File: src/rtl/fetch_queue.sv
// Instruction fetch queue: issues one instruction-memory request at a time and buffers
// the returned {pc, instruction} pairs in a DEPTH-entry FIFO that decode drains.
module fetch_queue #(
  parameter int DEPTH = 4
) (
  input  logic                       clk_i,
  input  logic                       rst_i,
  input  logic                       start_i,
  input  logic [31:0]                pc_i,
  input  logic                       flush_i,
  output logic                       pc_adv_o,
  output logic                       imem_req_o,
  output logic [31:0]                imem_addr_o,
  input  logic                       imem_ack_i,
  input  logic [31:0]                imem_data_i,
  input  logic                       deq_i,
  output logic                       valid_o,
  output logic [31:0]                inst_o,
  output logic [31:0]                inst_pc_o,
  output logic [$clog2(DEPTH+1)-1:0] count_o
);

  localparam int PW = $clog2(DEPTH);
  localparam int CW = $clog2(DEPTH + 1);
  localparam logic [CW-1:0] FULL = CW'(DEPTH);

  typedef enum logic [1:0] {
    S_IDLE,
    S_REQ,
    S_DROP
  } state_t;

  state_t        state_q;
  logic [PW-1:0] rd_ptr_q;
  logic [PW-1:0] wr_ptr_q;
  logic [CW-1:0] count_q;
  logic [31:0]   mem_inst [DEPTH];
  logic [31:0]   mem_pc   [DEPTH];

  logic push;
  logic pop;
  logic issue;

  // A returned word is kept only when the request is still wanted and no redirect lands now.
  assign pc_adv_o = (state_q == S_REQ) && imem_ack_i && !flush_i;
  assign push     = pc_adv_o;
  assign pop      = deq_i && valid_o && !flush_i;
  assign issue    = start_i && !flush_i && (count_q < FULL);

  assign valid_o   = (count_q != '0);
  assign count_o   = count_q;
  assign inst_o    = valid_o ? mem_inst[rd_ptr_q] : '0;
  assign inst_pc_o = valid_o ? mem_pc[rd_ptr_q]   : '0;

  // Request FSM; memory cannot cancel, so a flushed request lingers in DROP until its ack.
  // NOTE: sequential state uses non-blocking assignments so every register samples pre-edge values.
  always_ff @(posedge clk_i or negedge rst_i) begin
    if (!rst_i) begin
      state_q     <= S_IDLE;
      imem_req_o  <= 1'b0;
      imem_addr_o <= '0;
    end else begin
      case (state_q)
        S_IDLE: begin
          if (issue) begin
            imem_req_o  <= 1'b1;
            imem_addr_o <= pc_i;
            state_q     <= S_REQ;
          end
        end
        S_REQ: begin
          if (imem_ack_i) begin
            imem_req_o <= 1'b0;
            state_q    <= S_IDLE;
          end else if (flush_i) begin
            state_q <= S_DROP;
          end
        end
        S_DROP: begin
          if (imem_ack_i) begin
            imem_req_o <= 1'b0;
            state_q    <= S_IDLE;
          end
        end
        default: begin
          imem_req_o <= 1'b0;
          state_q    <= S_IDLE;
        end
      endcase
    end
  end

  // Pointer and occupancy bookkeeping; flush wins over a same-cycle push or pop.
  always_ff @(posedge clk_i or negedge rst_i) begin
    if (!rst_i) begin
      rd_ptr_q <= '0;
      wr_ptr_q <= '0;
      count_q  <= '0;
    end else if (flush_i) begin
      rd_ptr_q <= '0;
      wr_ptr_q <= '0;
      count_q  <= '0;
    end else begin
      if (push) wr_ptr_q <= wr_ptr_q + PW'(1);
      if (pop)  rd_ptr_q <= rd_ptr_q + PW'(1);
      case ({push, pop})
        2'b10:   count_q <= count_q + CW'(1);
        2'b01:   count_q <= count_q - CW'(1);
        default: count_q <= count_q;
      endcase
    end
  end

  // NOTE: storage has no reset; the head outputs are masked by valid_o so stale words never show.
  always_ff @(posedge clk_i) begin
    if (push) begin
      mem_inst[wr_ptr_q] <= imem_data_i;
      mem_pc[wr_ptr_q]   <= imem_addr_o;
    end
  end

endmodule

File: config.mk
export PLATFORM = sky130hd
export DESIGN_NAME = fetch_queue
export DESIGN_NICKNAME = d
export VERILOG_FILES = /design/src/rtl/fetch_queue.sv
export SDC_FILE = /design/constraint.sdc
export NUM_CORES = 1
export LEC_CHECK = 0
export ABC_AREA = 1
export CAP_MARGIN = 20
export CORE_ASPECT_RATIO = 2
export CORE_MARGIN = 2
export CORE_UTILIZATION = 45
export DETAILED_ROUTE_END_ITERATION = 6
export PLACE_DENSITY = 0.68
export SYNTH_ARGS = -nofsm -noshare
export SYNTH_HDL_FRONTEND = slang
export SYNTH_SLANG_ARGS = --single-unit
File: constraint.sdc
create_clock -name clk_i -period 3.9 [get_ports clk_i]
set_input_delay 0.975 -clock clk_i [delete_from_list [all_inputs] [get_ports clk_i]]
set_output_delay 0.975 -clock clk_i [all_outputs]
set_load 0.05 [all_outputs]
==> impl_metrics.yaml, run 1 <==
pwr:
  power.density_mw_per_mm2: 805
  fin_total_pwr_uw: 11700
  peakVddDrop_mv: 0.451
  power.leakage_uw: 0.00535
setup_path:
  slowest_delay_ns: 0.86
  critPathBufInv: 2
  cp_data_required_time_ns: 2.92
  crit_path_start_kind: "flip-flop"
  critical-path-top-delay-family: "buffers and inverters"
  end_kind: "output port"
  worst-path-max-fanout: 34
  slowest_stage: "clkdlybuf4s50_1"
  path_cells: "clkinv_4, o21ai_0, a21oi_1, clkdlybuf4s50_1"
  critPathArrivalTime_ns: 2.74
  path_class: "reg -> out"
floorplan:
  io_pins: 172
  die-area_mm2: 0.0275
  core-area_mm2: 0.0257
  die_y_um: 233
  start_util_pct: 45.8
  rows: 83
  die_x_um: 118
sta:
  skew_ns: 0.00997
  setup_viol: 0
  max_slew_margin_pct: 40.7
  rsz0062_at_grt: "false"
  min_period_ns: 3.71
  slew_viol_final: 0
  tightest_slew_ns: 0.889
  max_freq_mhz: 269
  finalCritPeriodShare_pct: 95.2
  hold_viol: 0
final_layout:
  final_nets: 1211
  fillers: 2112
  multi_input_area_mm2: 0.00257
  drive_gt1_share_pct: 10.1
  final-seq-area_mm2: 0.00874
  post-route-util_pct: 56.7
  areaGrowthSynthToFinish_pct: 23.6
cts:
  clk_pin_slew_worst_paths_ns: 0.07
  cts_buffer_depth: 3
  cts_setup_buffers: 0
  clock_latency_ns: 0.53
  tritoncts: "built"
  hold_buffers: 0
  htree_levels: 1
  cts_root_buffer: "clkbuf_16"
  cts_sinks: 298
  cts_buffers: 24
global_route:
  grt_start_max_net_pins: 97
  grt_use_total_pct: 19.0
  grt_pass1_wl_um: 40600
  first_global_vias: 7617
  antenna_found_initial: 3
  gr-total-overflow: 0
routing:
  drtAntennaViolNets: 0
  dr_total_vias: 7680
  dr.pass1.iters: 5
  drc: 0
  drt_wl_total_um: 26700
  vias_per_cell: 5.15
  drt_iter0_markers: 394
  wl_per_cell_um: 17.9
synth:
  synth_seq_area_share_pct: 74.3
  synth_cells: 974
  synth_area_mm2: 0.0118
  syn_area_per_cell_um2: 12.1
  post-synth-top-count-cell: "nor2_1"
  synth_edf_count: 256
  synth_common_cells: "262 x nor2_1, 256 x edfxtp_1, 163 x o21ai_0"
  yosysTopAreaCell: "edfxtp_1"
  ys_seq_elements: 298
  synth_top_area_share_pct: 65.4
  synth_area_leaders: "edfxtp_1 65%, dfrtp_1 8.9%, nor2_1 8.4%, o21ai_0 6.9%, a21oi_1 3.0%"
  yosysWarnings: 0
  synth_nets: 1052
  async_flop_share_pct: 14.1
  synth_flop_cell: "edfxtp_1"
  synth.distinct_cells: 22
placed_design:
  dp_hpwl_um: 15800
  io_buffers: 171
  globalplace.congestion: 0.807
flow_run:
  max-cap-violations: 0
min_path:
  hold_class: "reg -> reg"
outcome:
  status: "complete, no violations"
## cell usage in the layout, fill, tap and decap left out, types with 6 or more instances in the layout
cell type and n:
clkbuf_16 25, clkbuf_8 6, buf_4 60, a21oi_1 70, nand2_1 51, dfrtp_1 40
inv_1 50, ha_1 7, o21ai_0 163, nand3_1 6, clkdlybuf4s50_1 120, edfxtp_1 256
nor2_1 258
## timing repair
| item | 4_1_cts | 5_1_grt |
|---|---|---|
| setup endpoints to repair | 1 | 6 |
| hold endpoints to repair | 0 | 0 |
| resized for setup | 1 | 1 |
## worst min-delay path, cell delays in order, from the launching register on
cell     delay [ns]
dfrtp_1        0.37
nand2_1        0.06
o21ai_0        0.07
## flip-flops by register name, indices dropped and copies added, names as in the netlist
register	flops
imem_addr_o	32
imem_req_o	1
rd_ptr_q	2
wr_ptr_q	2
count_o	3
mem_pc	128
mem_inst	128
state_q	2
## layout make-up
cell class                      count  share of cell area (%)
Inverter                           53                    1.40
Tap cell                          340                    2.93
Timing Repair Buffer              187                    12.2
Clock inverter                      8                   0.620
Multi-Input combinational cell    569                    17.7
Sequential cell                   298                    60.2
Antenna cell                        1                  0.0172
Clock buffer                       36                    5.00
## report_power, final
part	internal, uW	switching [uW]	total, uW
Combinational	1360	3530	4890
Clock	1420	1070	2490
Sequential	3970	352	4320
## path summary, 6_finish.rpt
path                            slack (ns)        start  depth (start not counted)               to
worst max-delay path                  0.19  rd_ptr_q[0]                          4    inst_pc_o[30]
worst min-delay path                  0.53   state_q[0]                          2       state_q[0]
worst max register to register        1.61   state_q[1]                          5     mem_pc[3][5]
max in group asynchronous             2.66        rst_i                          2  imem_addr_o[30]
min in group asynchronous             0.56        rst_i                          1   imem_addr_o[5]
worst min register to register        0.53   state_q[0]                          2       state_q[0]
## layer usage
metal	vias to the layer above	routed length, um	GRT usage (%)
li1	3680	-	-
met1	3766	9800	20.3
met2	186	15000	37.1
met3	44	1170	3.04
met4	4	692	7.15
met5	-	26	0
## through the flow
stage	setup slack [ns]	TNS [ns]	area [um^2]	hold slack, ns	std cells
floorplan	-0.470	-120.37	11800	0.478	974
global placement	0.602	0	13700	0.503	1447
detailed placement	0.583	0	13700	0.518	1447
CTS	0.0627	0	14500	0.534	1491
global route	0.120	0	14500	0.572	1492
finish	0.188	0	14500	0.534	1492
## cell families (layout without fill, tap and decap cells)
kind of cell    count (synthesis)  after routing  share of synthesized area (%)
xor+xnor                        1              1                         0.0745
fa+ha+maj                       8              8                          0.915
other cells                     0              1                              0
compound gates                237            237                           10.1
simple gates                  323            323                           10.5
flops                         298            298                           74.3
buf+inv                       107            284                           4.07
Power figures use the tool's default switching activity.
==> run 2: changes to the inputs <==
--- a/config.mk
+++ b/config.mk
@@ -5,7 +5,6 @@
 export SDC_FILE = /design/constraint.sdc
 export NUM_CORES = 1
 export LEC_CHECK = 0
-export ABC_AREA = 1
 export CAP_MARGIN = 20
 export CORE_ASPECT_RATIO = 2
 export CORE_MARGIN = 2
==> run 2 against run 1 <==
Effect of this change: die area shrank 0.43%; utilization is 1.3 points higher; clock skew increased by 0.0098 ns; largest power group unchanged; sequential power barely moved; worst hold slack worse by 0.21 ns; cell area is 2.2% higher.
==> impl_metrics.yaml, run 2 <==
outcome:
  status: "complete, no violations"
synth:
  synth_flop_cell: "edfxtp_1"
  synthAdderAreaFrac_pct: 0.919
  synth_seq_area_share_pct: 74.6
  synth_area_mm2: 0.0117
  synth_top_family_by_area: "multiplexers"
  post-synth-top-count-cell: "edfxtp_1"
  synth_top_area_share_pct: 65.7
  synth_edf_count: 256
  synth_compound_area_share_pct: 0.673
  ys_seq_elements: 298
  synth.distinct_cells: 33
  yosysTopAreaCell: "edfxtp_1"
  synth-simple-area-share_pct: 4.79
  syn_area_per_cell_um2: 21.2
  synth_xor_area_share_pct: 0.374
  yosysWarnings: 0
  synth_area_leaders: "edfxtp_1 66%, mux4_2 12%, dfrtp_1 9.0%, mux2_4 3.8%, and2_1 3.6%"
  synth_cells: 551
  synth_common_cells: "256 x edfxtp_1, 68 x and2_1, 64 x mux4_2"
  async_flop_share_pct: 14.1
  synth_mux_area_share_pct: 16.4
  synth_nets: 629
sta:
  skew_ns: 0.0198
  rsz0062_at_grt: "false"
  tightest_slew_ns: 0.616
  max_slew_margin_pct: 58.8
  finalCritPeriodShare_pct: 95.3
  setup-tns-final_ns: 0
  slew_viol_final: 0
  max_freq_mhz: 269
  setup_viol: 0
  min_period_ns: 3.72
  hold_viol: 0
placed_design:
  dp_hpwl_um: 14700
  placedCellCount: 1052
  globalplace.congestion: 0.727
  io_buffers: 171
  postPlaceCellArea_mm2: 0.0139
setup_path:
  slowest_delay_ns: 0.72
  critPathArrivalTime_ns: 2.74
  r2r_setup_slack_ns: 1.40
  end_kind: "output port"
  slowest_stage: "clkdlybuf4s50_1"
  r2r_start: "count_o[2]"
  critPathBufInv: 2
  reg2reg_depth: 9
  path_cells: "buf_4, mux4_2, and2_1, clkdlybuf4s50_1"
  critical-path-top-delay-family: "buffers and inverters"
  worst-path-max-fanout: 19
  crit_path_start_kind: "flip-flop"
  path_class: "reg -> out"
  cp_data_required_time_ns: 2.92
  rr_endpoint: "count_o[2]"
final_layout:
  antenna_cells: 0
  layoutNonFillerInstCount: 1097
  fillers: 1914
  post-route-util_pct: 57.9
  fin_area_mm2: 0.0149
  drive_gt1_share_pct: 22.2
  final_nets: 817
  areaGrowthSynthToFinish_pct: 26.9
  mostFrequentLayoutCells: "256 x edfxtp_1, 168 x clkdlybuf4s50_1, 67 x and2_1"
  top_regs: "mem_inst x128, mem_pc x128, imem_addr_o x32"
  mostFrequentLayoutCell: "edfxtp_1"
routing:
  drt_wl_total_um: 23700
  wl_per_cell_um: 21.6
  dr.pass1.iters: 4
  vias_per_cell: 5.25
  drtAntennaViolNets: 0
  drt_iter0_markers: 426
  drc: 0
  dr_total_vias: 5761
global_route:
  gr-total-overflow: 0
  antenna_found_initial: 1
  grt_pass1_wl_um: 36400
  first_global_vias: 6426
  grt_start_max_net_pins: 40
  grt_use_total_pct: 17.5
floorplan:
  start_util_pct: 45.6
  die-area_mm2: 0.0274
  die_x_um: 118
  io_pins: 172
  rows: 83
  die_y_um: 232
  core-area_mm2: 0.0257
cts:
  clock_latency_ns: 0.53
  hold_buffers: 0
  cts_setup_buffers: 0
  cts_buffer_depth: 3
  cts_root_buffer: "clkbuf_16"
  tritoncts: "built"
  cts_sinks: 298
  cts_resized: 0
  clk_pin_slew_worst_paths_ns: 0.07
  htree_levels: 1
  cts_buffers: 25
pwr:
  power.density_mw_per_mm2: 795
  power.leakage_uw: 0.00495
  peakVddDrop_mv: 0.468
min_path:
  hold_class: "in -> async"
flow_run:
  max-cap-violations: 0
run 2: cell types whose count changed after synthesis, sizes merged, moves of 45 or more:
cell,change
nor2,-257
and2,+68
inv,-45
mux4,+64
o21ai,-161
a21oi,-65
run 2: how the worst max path moves through the flow:
stage / startpoint / end / cells after the start
2_1_floorplan: flush_i / mem_inst[1][0] / 3
3_3_place_gp: rd_ptr_q[1] / inst_pc_o[2] / 4
6_report: rd_ptr_q[1] / inst_pc_o[13] / 4
4_1_cts: rd_ptr_q[1] / inst_pc_o[3] / 4
3_5_place_dp: imem_ack_i / count_o[2] / 7
5_1_grt: rd_ptr_q[1] / inst_pc_o[3] / 4
run 2: report_power, final:
| group | total (uW) | internal [uW] | switching, uW |
|---|---|---|---|
| registers | 4330 | 3970 | 360 |
| clock network | 2760 | 1680 | 1080 |
| logic | 4720 | 1820 | 2900 |
run 2: layout make-up:
cell class / instances / area (um^2) / share of cell area, %
Multi-Input combinational cell: 217 / 2740 / 18.4
Clock buffer: 29 / 661 / 4.45
Inverter: 8 / 30.0 / 0.202
Clock inverter: 16 / 260 / 1.75
Tap cell: 340 / 425 / 2.86
Timing Repair Buffer: 189 / 2000 / 13.5
Sequential cell: 298 / 8750 / 58.9
run 2: routing by layer:
layer,global-route usage [%],vias to the layer above,wire length [um]
met1,19.1,2992,8360
met5,0,-,13
met4,7.76,2,904
met2,33.1,171,13300
met3,2.82,53,1190
li1,-,2543,-
run 2: worst reg2reg max path, stage by stage, from the launching register on:
cell     delay [ns]
dfrtp_1        0.51
nor3_2         0.27
inv_2          0.06
buf_4          0.25
nand2_1        0.17
nor3_1         0.08
fa_1           0.45
nor4_1         0.31
o21ai_0        0.14
a31oi_1        0.19
run 2: per-stage QoR:
step | setup WS [ns] | total power (uW) | hold WS [ns]
after detailed placement | 0.698 | 9170 | 0.537
after global routing | 0.0762 | 12300 | 0.327
after global placement | 0.704 | 9070 | 0.510
after floorplan | 0.565 | 7560 | 0.519
final | 0.183 | 11800 | 0.322
after CTS | 0.120 | 12000 | 0.309
run 2: logic make-up after synthesis:
kind of cell             Yosys count
flip-flops                       298
XOR/XNOR                           5
adder cells (fa/ha/maj)            8
buffers and inverters             36
AND/OR/NAND/NOR                   93
AO/OA/AOI/OAI                     14
multiplexers                      97
==> run 3: changes to the inputs <==
--- a/config.mk
+++ b/config.mk
@@ -5,10 +5,12 @@
 export SDC_FILE = /design/constraint.sdc
 export NUM_CORES = 1
 export LEC_CHECK = 0
+export ABC_CLOCK_PERIOD_IN_PS = 3900
 export CAP_MARGIN = 20
 export CORE_ASPECT_RATIO = 2
 export CORE_MARGIN = 2
 export CORE_UTILIZATION = 45
+export CTS_BUF_LIST = sky130_fd_sc_hd__clkbuf_4 sky130_fd_sc_hd__clkbuf_8
 export DETAILED_ROUTE_END_ITERATION = 6
 export PLACE_DENSITY = 0.68
 export SYNTH_ARGS = -nofsm -noshare
==> run 3 against run 2 <==
Effect of this change: combinational power barely moved; clock power fell by 12%; total power fell by 2.9%; via count rose by 1.4%; cell area fell by 0.56%; global-route usage rose by 0.085 points; count of clock-buffer cells in the layout rose by 23; critical path depth did not move; fmax rose by 0.66%; non-clock buffer count did not move; critical path type unchanged; highest routed layer unchanged.
==> impl_metrics.yaml, run 3 (synthesis results as in run 2) <==
setup_path:
  path_cells: "buf_4, mux4_2, and2_1, clkdlybuf4s50_1"
  worst-path-max-fanout: 19
  crit_path_start_kind: "flip-flop"
  cp_data_required_time_ns: 2.92
  critical-path-top-delay-family: "buffers and inverters"
  path_class: "reg -> out"
  critPathBufInv: 2
  end_kind: "output port"
  slowest_stage: "clkdlybuf4s50_1"
  critPathArrivalTime_ns: 2.72
  slowest_delay_ns: 0.72
sta:
  final.setup.worst_slack_ns: 0.208
  setup_viol: 0
  rsz0062_at_grt: "false"
  min_period_ns: 3.69
  slew_viol_final: 0
  max_freq_mhz: 271
  max_slew_margin_pct: 58.5
  tightest_slew_ns: 0.621
  finalCritPeriodShare_pct: 94.7
  skew_ns: 0.0321
  hold_viol: 0
  setup-tns-final_ns: 0
cts:
  cts_root_buffer: "clkbuf_8"
  cts_sinks: 298
  htree_levels: 2
  clock_latency_ns: 0.53
  hold_buffers: 0
  tritoncts: "built"
  cts_setup_buffers: 0
  clk_pin_slew_worst_paths_ns: 0.07
  cts_buffer_depth: 3
  cts_resized: 0
  cts_buffers: 40
global_route:
  grt_start_max_net_pins: 40
  grt_pass1_wl_um: 36500
  grt_use_total_pct: 17.6
  first_global_vias: 6531
  antenna_found_initial: 2
  gr-total-overflow: 0
routing:
  drc: 0
  drt_iter0_markers: 392
  drtAntennaViolNets: 0
  drt_wl_total_um: 23800
  wl_per_cell_um: 21.2
  vias_per_cell: 5.19
  dr_total_vias: 5840
  dr.pass1.iters: 5
outcome:
  status: "complete, no violations"
floorplan:
  die_y_um: 232
  core-area_mm2: 0.0257
  die-area_mm2: 0.0274
  io_pins: 172
  start_util_pct: 45.6
  die_x_um: 118
  rows: 83
final_layout:
  drive_gt1_share_pct: 24.4
  fillers: 1942
  top_regs: "mem_inst x128, mem_pc x128, imem_addr_o x32"
  areaGrowthSynthToFinish_pct: 26.2
  layoutNonFillerInstCount: 1125
  final_nets: 832
  mostFrequentLayoutCells: "256 x edfxtp_1, 168 x clkdlybuf4s50_1, 67 x and2_1"
  fin_area_mm2: 0.0148
  mostFrequentLayoutCell: "edfxtp_1"
pwr:
  power.leakage_uw: 0.00495
  peakVddDrop_mv: 0.453
  power.density_mw_per_mm2: 776
  fin_total_pwr_uw: 11500
placed_design:
  dp_hpwl_um: 14700
  postPlaceCellArea_mm2: 0.0139
  place_ws_ns: 0.698
  io_buffers: 171
  globalplace.congestion: 0.727
  placedCellCount: 1052
flow_run:
  max-cap-violations: 0
min_path:
  hold_class: "in -> async"
==> run 3: changes by cell type in the layout (fill, tap and decap cells not counted), sizes merged <==
cell,delta
diode,+1
clkbuf,+23
clkinv,+10
clkinvlp,-3
inv,+1
bufinv,-4
==> run 3: worst paths after layout <==
kind / start / endpoint / slack (ns) / depth (start not counted)
setup / recovery: rd_ptr_q[1] / inst_pc_o[13] / 0.21 / 4
hold / removal: rst_i / imem_addr_o[30] / 0.33 / 1
setup reg to reg: count_o[1] / count_o[2] / 1.41 / 9
hold reg to reg: imem_addr_o[0] / mem_pc[1][0] / 0.55 / 0
max in group asynchronous: rst_i / rd_ptr_q[1] / 2.77 / 2
min in group clk_i: imem_addr_o[0] / mem_pc[1][0] / 0.55 / 0
==> run 3: per-layer routing <==
layer	track usage, %	wire, um
met5	0	13
met4	8.51	944
met3	3.29	1070
met2	33.0	13400
met1	18.8	8380
==> run 3: where the power goes <==
group	internal (uW)	switching [uW]
logic	1820	2890
registers	3970	360
clock network	1320	1110
total	7110	4360
==> run 3: per-stage QoR <==
step,util [%],hold slack (ns)
final,57.6,0.331
after global routing,57.6,0.318
after CTS,57.6,0.304
after detailed placement,54.3,0.537
after global placement,54.3,0.510
after floorplan,-,0.519
==> run 3: cell type report <==
| type | instances | area, um^2 | share of cell area, % |
|---|---|---|---|
| Clock inverter | 20 | 169 | 1.14 |
| Sequential cell | 298 | 8750 | 59.2 |
| Antenna cell | 1 | 2.50 | 0.0169 |
| Timing Repair Buffer | 189 | 2000 | 13.5 |
| Tap cell | 340 | 425 | 2.88 |
| Inverter | 8 | 30.0 | 0.203 |
| Multi-Input combinational cell | 217 | 2740 | 18.5 |
| Clock buffer | 52 | 666 | 4.51 |
